<file path="src/rtl/relu_fifo.sv">
// Elastic ReLU stage: per-lane ReLU at write, DEPTH-entry FWFT FIFO, frame-position tracking.
// Optional build macro RELU_FIFO_RELU_EN enables the ReLU; undefined gives a pure elastic buffer.
module relu_fifo #(
    parameter int DW        = 32,
    parameter int CH        = 2,
    parameter int DEPTH     = 16,
    parameter int AW        = 4,
    parameter int FRAME_LEN = 93
) (
    input  logic             clk,
    input  logic             RSTn,
    input  logic             i_clr,
    input  logic [DW*CH-1:0] i_data,
    input  logic             i_stb_in,
    output logic             o_ack_in,
    output logic [DW*CH-1:0] o_data,
    output logic             o_stb_out,
    input  logic             i_ack_out,
    output logic             o_last,
    output logic             o_busy,
    output logic [AW:0]      o_level
);

    localparam int            FW        = $clog2(FRAME_LEN) + 1;
    localparam logic [AW:0]   LVL_FULL  = (AW+1)'(DEPTH);
    localparam logic [FW-1:0] FCNT_LAST = FW'(FRAME_LEN - 1);

    typedef enum logic {ST_EMPTY, ST_FILL} state_t;

    state_t             state_q, state_d;
    logic [DW*CH-1:0]   mem [DEPTH];
    logic [AW-1:0]      wr_ptr_q, wr_ptr_d, rd_ptr_q, rd_ptr_d;
    logic [AW:0]        level_q, level_d;
    logic [FW-1:0]      fcnt_q, fcnt_d;
    logic               push, pop;
    logic [DW*CH-1:0]   wr_word;

    always_comb begin
        wr_word = i_data;
`ifdef RELU_FIFO_RELU_EN
        // A set sign bit clears the whole lane, so -0.0 is stored as +0.0 too.
        for (int k = 0; k < CH; k++) begin
            if (i_data[k*DW + DW-1]) wr_word[k*DW +: DW] = '0;
        end
`endif
    end

    assign o_ack_in  = (level_q != LVL_FULL) && !i_clr;
    assign o_stb_out = (level_q != '0);
    assign push      = i_stb_in && o_ack_in;
    assign pop       = o_stb_out && i_ack_out;
    assign o_data    = o_stb_out ? mem[rd_ptr_q] : '0;
    assign o_last    = o_stb_out && (fcnt_q == FCNT_LAST);
    assign o_busy    = (state_q == ST_FILL);
    assign o_level   = level_q;

    // NOTE: every next-state signal gets its default first, so no path through this block infers a latch.
    always_comb begin
        wr_ptr_d = wr_ptr_q;
        rd_ptr_d = rd_ptr_q;
        level_d  = level_q;
        fcnt_d   = fcnt_q;
        state_d  = state_q;
        if (push) wr_ptr_d = wr_ptr_q + 1'b1;
        if (pop) begin
            rd_ptr_d = rd_ptr_q + 1'b1;
            fcnt_d   = (fcnt_q == FCNT_LAST) ? '0 : fcnt_q + 1'b1;
        end
        if (push && !pop)      level_d = level_q + 1'b1;
        else if (pop && !push) level_d = level_q - 1'b1;
        case (state_q)
            ST_EMPTY: if (push) state_d = ST_FILL;
            ST_FILL:  if (pop && !push && level_q == (AW+1)'(1)) state_d = ST_EMPTY;
            default:  state_d = ST_EMPTY;
        endcase
    end

    // NOTE: sequential state uses non-blocking assignments so all registers update from pre-edge values.
    always_ff @(posedge clk) begin
        if (!RSTn || i_clr) begin
            wr_ptr_q <= '0;
            rd_ptr_q <= '0;
            level_q  <= '0;
            fcnt_q   <= '0;
            state_q  <= ST_EMPTY;
        end else begin
            wr_ptr_q <= wr_ptr_d;
            rd_ptr_q <= rd_ptr_d;
            level_q  <= level_d;
            fcnt_q   <= fcnt_d;
            state_q  <= state_d;
        end
    end

    // NOTE: storage is deliberately not reset; the empty-forces-zero mux on o_data hides stale contents.
    always_ff @(posedge clk) begin
        if (push) mem[wr_ptr_q] <= wr_word;
    end

endmodule

</file>
<file path="config.mk">
export PLATFORM = sky130hd
export DESIGN_NAME = relu_fifo
export DESIGN_NICKNAME = d
export VERILOG_FILES = /design/src/rtl/relu_fifo.sv
export SDC_FILE = /design/constraint.sdc
export NUM_CORES = 1
export LEC_CHECK = 0
export ABC_CLOCK_PERIOD_IN_PS = 17900
export CAP_MARGIN = 20
export CORE_MARGIN = 8
export CORE_UTILIZATION = 45
export DETAILED_ROUTE_END_ITERATION = 7
export GPL_ROUTABILITY_DRIVEN = 0
export PLACE_DENSITY = 0.67
export SKIP_CTS_REPAIR_TIMING = 1
export SLEW_MARGIN = 25
export SYNTH_ARGS = -nofsm -noshare
export SYNTH_HDL_FRONTEND = slang
export SYNTH_SLANG_ARGS = --single-unit
</file>
<file path="constraint.sdc">
create_clock -name clk -period 17.9 [get_ports clk]
set_clock_uncertainty 0.1 [all_clocks]
set_input_delay 1.79 -clock clk [delete_from_list [all_inputs] [get_ports clk]]
set_output_delay 1.79 -clock clk [all_outputs]
set_load 0.02 [all_outputs]
</file>
-- After elaboration in Yosys (flattened, before gate mapping)
Memories as Yosys holds them, arrays and structs flattened. A register that Yosys moved wholly into a read port is not among the register bits.
Cells that the tools add are included.
- register bits after elaboration: 22
- memory bits (writable): 1024
- bits of input ports: 69
- output and inout bits: 73
- memories: 1
- memories (memory ; words ; width ; read ports ; clocked after Yosys merged registers in ; wr ports ; line ; text):
    mem ; 16 ; 64 ; 1 ; 1 ; 1 ; 31 ; logic [DW*CH-1:0] mem [DEPTH];
- $add $sub $neg: 5
- equality and inequality tests: 3
- multiplexer cells: 10
- bitwise logic cells: 1
- reductions and logical operators: 14
- operator list (kind ; count):
    $mux 64 ; 1
    $mux 5 ; 2
    $add 4x1->4 const B ; 2
    $add 8x1->8 const B ; 1
    $eq 8x7->1 const B ; 1
    $mux 4 ; 2
    $mux 8 ; 1
    $logic_and 1x1->1 ; 7
    $add 5x1->5 const B ; 1
    $eq 5x1->1 const B ; 1
    $ne 5x5->1 const B ; 1
    $reduce_bool 5->1 ; 1
    $sub 5x1->5 const B ; 1
    $logic_not 1->1 ; 4
    $mux 1 ; 3
    $pmux 1 s2 ; 1
    $reduce_bool 2->1 ; 1
    $logic_or 1x1->1 ; 1
    $not 1->1 ; 1

-- Depth between registers and ports, before layout
- depth in word-level cells: 8
- gate-level depth with buffers: 10
- depth with buffers taken out: 10

-- Least setup slack after synthesis
Ideal clock, no wire load.
- path type: input -> register
- start point: in i_stb_in
- end point: mem mem[0][0] in the netlist's numbering, enable pin
- setup time: 565 ps
- arrival time: 6720 ps
- data required time: 17235 ps
- slack: 10515 ps
- stages: 5
- path buffers: 1
- cells stage by stage: nor2b_1 -> and2_1 -> buf_2 -> nand2_1 -> nor3_1
- cells in the longest elaborated chain, start to end: 3
- RTL lines (what ; line ; text):
    start, declared ; 14 ; input logic i_stb_in,
    $logic_and 1x1->1 ; 50 ; assign push = i_stb_in && o_ack_in;
    named net push ; 35 ; logic push, pop;
    $mux 1 ; 97 ; if (push) mem[wr_ptr_q] <= wr_word;
    $mux 1 (implied by the code) ; 97 ;
    end, declared ; 31 ;
The timed path passes the listed nets, and every way through them passes these cells.

==> metrics.yaml <==
run_status:
  status: "complete, no violations"
layout:
  final_common_cell: "edfxtp_1"
  fillCellCount: 6674
  mostFrequentLayoutCells: "1024 x edfxtp_1, 256 x mux4_2, 141 x clkdlybuf4s50_1"
  area_growth_pct: 15.4
  final_nets: 2049
  drive_above_1_share_pct: 22.7
die:
  io_pins: 142
  core-area_um2: 88500
  die_w_um: 315
  start_util_pct: 45.5
  die-area_um2: 99400
  die_y_um: 315
  rows: 109
power:
  vdd_drop_max_mv: 0.0794
  power_density_nw_per_um2: 112
  p_total_mw: 5.20
  p_leak_nw: 13.9
place:
  place_worst_setup_slack_ps: 11950
  portBuffers: 141
  dpl.hpwl_mm: 44.3
detailed_routing:
  dr.pass1.iters: 5
  post-route-drc-count: 0
  drt_iter0_drc: 1642
  ant_nets: 0
  route.detailed.wl_per_inst_um: 27.3
  vias_per_cell: 5.83
  wirelength_mm: 87.8
  dr_total_vias: 18749
flow_run:
  cap_violations: 0
clocking:
  clk_latency_ps: 660
  ctsLongestPathBuffers: 3
  htreeDepth: 3
  clk_pin_slew_ps: 60
  cts.sinks: 1050
  cts_tree: "yes"
  cts_inserted_buffers: 102
  clockRootBuffer: "clkbuf_16"
critical_path:
  critical_path_required_ps: 16010
  worstPathArrival_ps: 4480
  worst-path-max-fanout: 108
  cp-start-kind: "flop"
  worstSetupEndpointType: "primary output"
  crit_type: "flop to primary output"
worst_hold_path:
  min_path_type: "flop to flop"
global_routing:
  groute.usage.overall_pct: 17.5
  antenna_found_initial: 9
  grt_max_degree: 177
  grt_overflow: 0
  grt_pass1_wl_mm: 129
  grt_pass1_vias: 19619
synth:
  yosysSeqAreaShare_pct: 77.6
  syn_avg_cell_area_um2: 22.7
  synthCells: 1777
  ys_warn_count: 0
  synth_fp_nets: 1859
  synth.distinct_cells: 37
  synth.cell_area_um2: 40300
  synth_seq_cells: 1050
sta:
  finalSetupViolCount: 0
  max_freq_mhz: 157
  rsz0062_at_grt: "no"
  setup_ws_ps: 11530
  finalHoldViolations: 0
  finalCriticalPeriod_ps: 6370
  fin_tns_setup_ps: 0
  finalCritPeriodShare_pct: 35.6
  worstMarginPinSlew_ps: 1150
  slew_headroom_pct: 23.0
  drv_slew: 0
-- registers in the layout, summed over array words and instances (netlist names), named ones only --
signal and count:
mem 1024, fcnt_q 8, o_level 5, rd_ptr_q 4, wr_ptr_q 4, o_busy 1
-- cell families (layout without fill, tap and decap cells) --
kind of cell | Yosys count | count (layout) | synth area share (%)
simple gates | 129 | 129 | 1.79
buf+inv | 109 | 381 | 1.52
xor+xnor | 16 | 16 | 0.348
fa+ha+maj | 13 | 13 | 0.404
other cells | 0 | 3 | 0
flops | 1050 | 1050 | 77.6
mux | 322 | 322 | 15.9
compound gates | 138 | 138 | 2.40
-- stage by stage --
step	hold WS, ps	util [%]	cells	area, um^2
global placement	373	48.6	3019	43000
global route	429	52.6	3215	46500
CTS	404	52.5	3212	46500
finish	401	52.6	3217	46500
detailed placement	395	48.8	3026	43200
floorplan	362	-	1777	40300
-- layer usage --
layer / vias to the layer above / part of all wire, % / track usage [%]
li1: 7915 / - / -
met1: 10135 / 42 / 23.6
met2: 568 / 51 / 30.1
met3: 127 / 5.8 / 3.05
met4: 4 / 1.7 / 3.91
met5: - / 0.028 / 0
-- cell usage after synthesis --
library cell / count / area share (%)
nand3_1: 10 / 0.12
dfxtp_1: 26 / 1.3
nor3_1: 6 / 0.075
nor2b_1: 48 / 0.75
nand2_1: 7 / 0.065
inv_1: 8 / 0.075
a21oi_1: 7 / 0.087
ha_1: 13 / 0.40
nand4bb_1: 1 / 0.028
xor2_1: 12 / 0.26
nand2b_1: 4 / 0.062
nor4b_4: 1 / 0.059
and2_1: 1 / 0.016
nor3b_2: 1 / 0.031
mux2i_1: 66 / 1.6
or4b_2: 1 / 0.025
buf_6: 16 / 0.45
o21ai_1: 18 / 0.22
or4_1: 1 / 0.019
clkbuf_1: 44 / 0.41
o21ai_0: 2 / 0.025
buf_2: 18 / 0.22
buf_4: 16 / 0.30
nand4b_1: 1 / 0.022
xnor2_1: 4 / 0.087
and4_1: 1 / 0.022
edfxtp_1: 1024 / 76
o21bai_1: 1 / 0.019
a211oi_1: 92 / 1.7
mux4_2: 256 / 14
and3_1: 5 / 0.078
nor2_1: 34 / 0.32
nand4_1: 5 / 0.078
inv_2: 1 / 0.0093
a22oi_1: 18 / 0.34
or3_1: 2 / 0.031
buf_1: 6 / 0.056
-- worst paths after layout --
check             start    endpoint  slack (ps)  cells past startpoint
min           fcnt_q[1]   fcnt_q[1]         400                      2
max                flop  o_data[63]       11530                      7
max reg2reg  o_level[0]  mem[6][29]       14040                      7
min reg2reg   fcnt_q[1]   fcnt_q[1]         400                      2
-- where the power goes --
group          leakage [nW]  internal (mW)  total (mW)  switching [mW]
Combinational          2.83          0.171       0.406           0.235
Clock                  1.59           1.20        2.08           0.873
Sequential             9.44           2.71        2.72         0.00805
-- area by class of cell --
class,count,area (um^2),share of cell area (%)
Timing Repair Buffer,186,1970,4.24
Antenna cell,3,7.51,0.0161
Inverter,9,33.8,0.0726
Multi-Input combinational cell,618,8530,18.3
Clock inverter,64,571,1.23
Clock buffer,122,2670,5.74
Sequential cell,1050,31300,67.2
Tap cell,1165,1460,3.13
-- critical path, stage by stage (launching register included) --
cell             delay [ps]
dfxtp_4                 600
buf_16                  290
buf_12                  720
mux4_2                  360
nor2b_1                 140
a211oi_1                 80
a211oi_1                750
clkdlybuf4s50_1         750
(Power assumes the default switching activity.)
==> edit: new RTL, same settings <==
The option `RELU_FIFO_RELU_EN` is turned on by a define.
--- a/src/rtl/relu_fifo.sv
+++ b/src/rtl/relu_fifo.sv
@@ -1,4 +1,6 @@
 // Elastic ReLU stage: per-lane ReLU at write, DEPTH-entry FWFT FIFO, frame-position tracking.
 // Optional build macro RELU_FIFO_RELU_EN enables the ReLU; undefined gives a pure elastic buffer.
+`define RELU_FIFO_RELU_EN
+
 module relu_fifo #(
     parameter int DW        = 32,
Behaviour: not the same (a bounded check fails within 4 cycles, from zero or initial values).
==> edit against the original RTL <==
Hold slack lost 0.0082 ns. Sequential cell count down 32. Total power shrank 1.8%. Synthesized area down 3.8%. Cell area shrank 3.4%. Synthesized cell count decreased by 4.9%. Critical path type unchanged. Setup slack got worse by 0.16 ns. Sequential share of layout area is 0.25 points higher. Routed wire length is essentially flat.
==> edit: results (changes against the original RTL) <==
status: finished clean
TritonCTS Buffers: 98 (-3.9%)
# diodes: 2 (-1)
num rows: 107 (-1.8%)
clkbuf count: 121 (-0.82%)
fraction of area in multi-input gates: 18.20% (-0.13 points)
Leak: 13.84 nW (-0.16%)
Seq/Total Area, Yosys: 78.18% (+0.59 points)
Non-clock buffer share: 3.999% (-0.24 points)
commonest cells in the netlist: edfxtp_1 (992), mux4_2 (248), nor2b_1 (64)
final cell count without fillers: 3103 (-3.5%)
dpl cells: 2921 (-3.5%)
worst slew pin tran: 1.047 ns (-0.1075 ns)
layout cells sized above 1: 24.27% (+1.6 points)
Sw Ratio: 21.70% (+0.24 points)
post-place setup slack: 11.92 ns (-0.03050 ns)
comb_multi_in: 569 (-7.9%)
routing usage on met2: 31.40% (+1.3 points)
initial DRC count: 1822 (+11%)
maximum vdd drop: 0.00007658 V (-3.6%)
EDFF count, synth: 992 (-3.1%)
critical path peak fanout: 43 (-60%)
Avg Synthesized Cell Area: 22.94 um^2 (+1.1%)
Critical Path End: o_data[24]
I/O Buffers: 139 (-1.4%)
clock network area share: 7.032% (+0.067 points)
seq pwr: 2.64 mW (-3%)
reg2reg end: mem[6][53]$_DFFE_PP_
Fmax: 153.2 MHz (-2.4%)
post-layout net count: 1961 (-4.3%)
max reg flops: 992 (-3.1%)
CP max stage delay: 0.77 ns (+0.02 ns)
Via-to-Cell Ratio: 5.925 (+1.7%)
Tot GR Track Use: 18.26% (+0.71 points)
DP Area: 0.04169 mm^2 (-3.5%)
flop-to-flop setup slack: 14.18 ns (+0.14 ns)
Worst-Skew Late Latency: 0.64 ns (-0.02 ns)
grt met3 use: 3.060% (+0.0093 points)
FFs & Latches: 1018 (-3.0%)
fraction of area in registers: 67.49% (+0.25 points)
edit: changes by cell type after synthesis, sizes merged, moves of 32 or more:
cell / delta
a211oi: -92
a22o: +61
edfxtp: -32
a221o: +61
mux2i: -63
edit: cell families (layout without fill, tap and decap cells):
group	after synthesis	after routing	synth area share, %
flip-flops	1018	1018	78.18
multiplexers	252	252	14.51
AND/OR/NAND/NOR	152	152	2.221
AO/OA/AOI/OAI	134	134	3.134
buffers and inverters	104	370	1.159
XOR/XNOR	16	16	0.3615
adder cells (fa/ha/maj)	13	13	0.4196
other	1	4	0.009673
edit: per-layer routing:
metal / up-vias / wire, um
met3: 144 / 5651
li1: 7593 / -
met5: - / 0
met4: 0 / 2149
met1: 9959 / 34990
met2: 690 / 45040
edit: stage by stage:
stage               util (%)  power (mW)  hold WS, ns
floorplan                  -       2.945       0.3618
global placement       48.83       3.121       0.3726
detailed placement     48.89       3.127       0.3841
CTS                    52.59       5.153       0.3916
global route           52.67       5.255       0.4457
finish                 52.68       5.107       0.3926
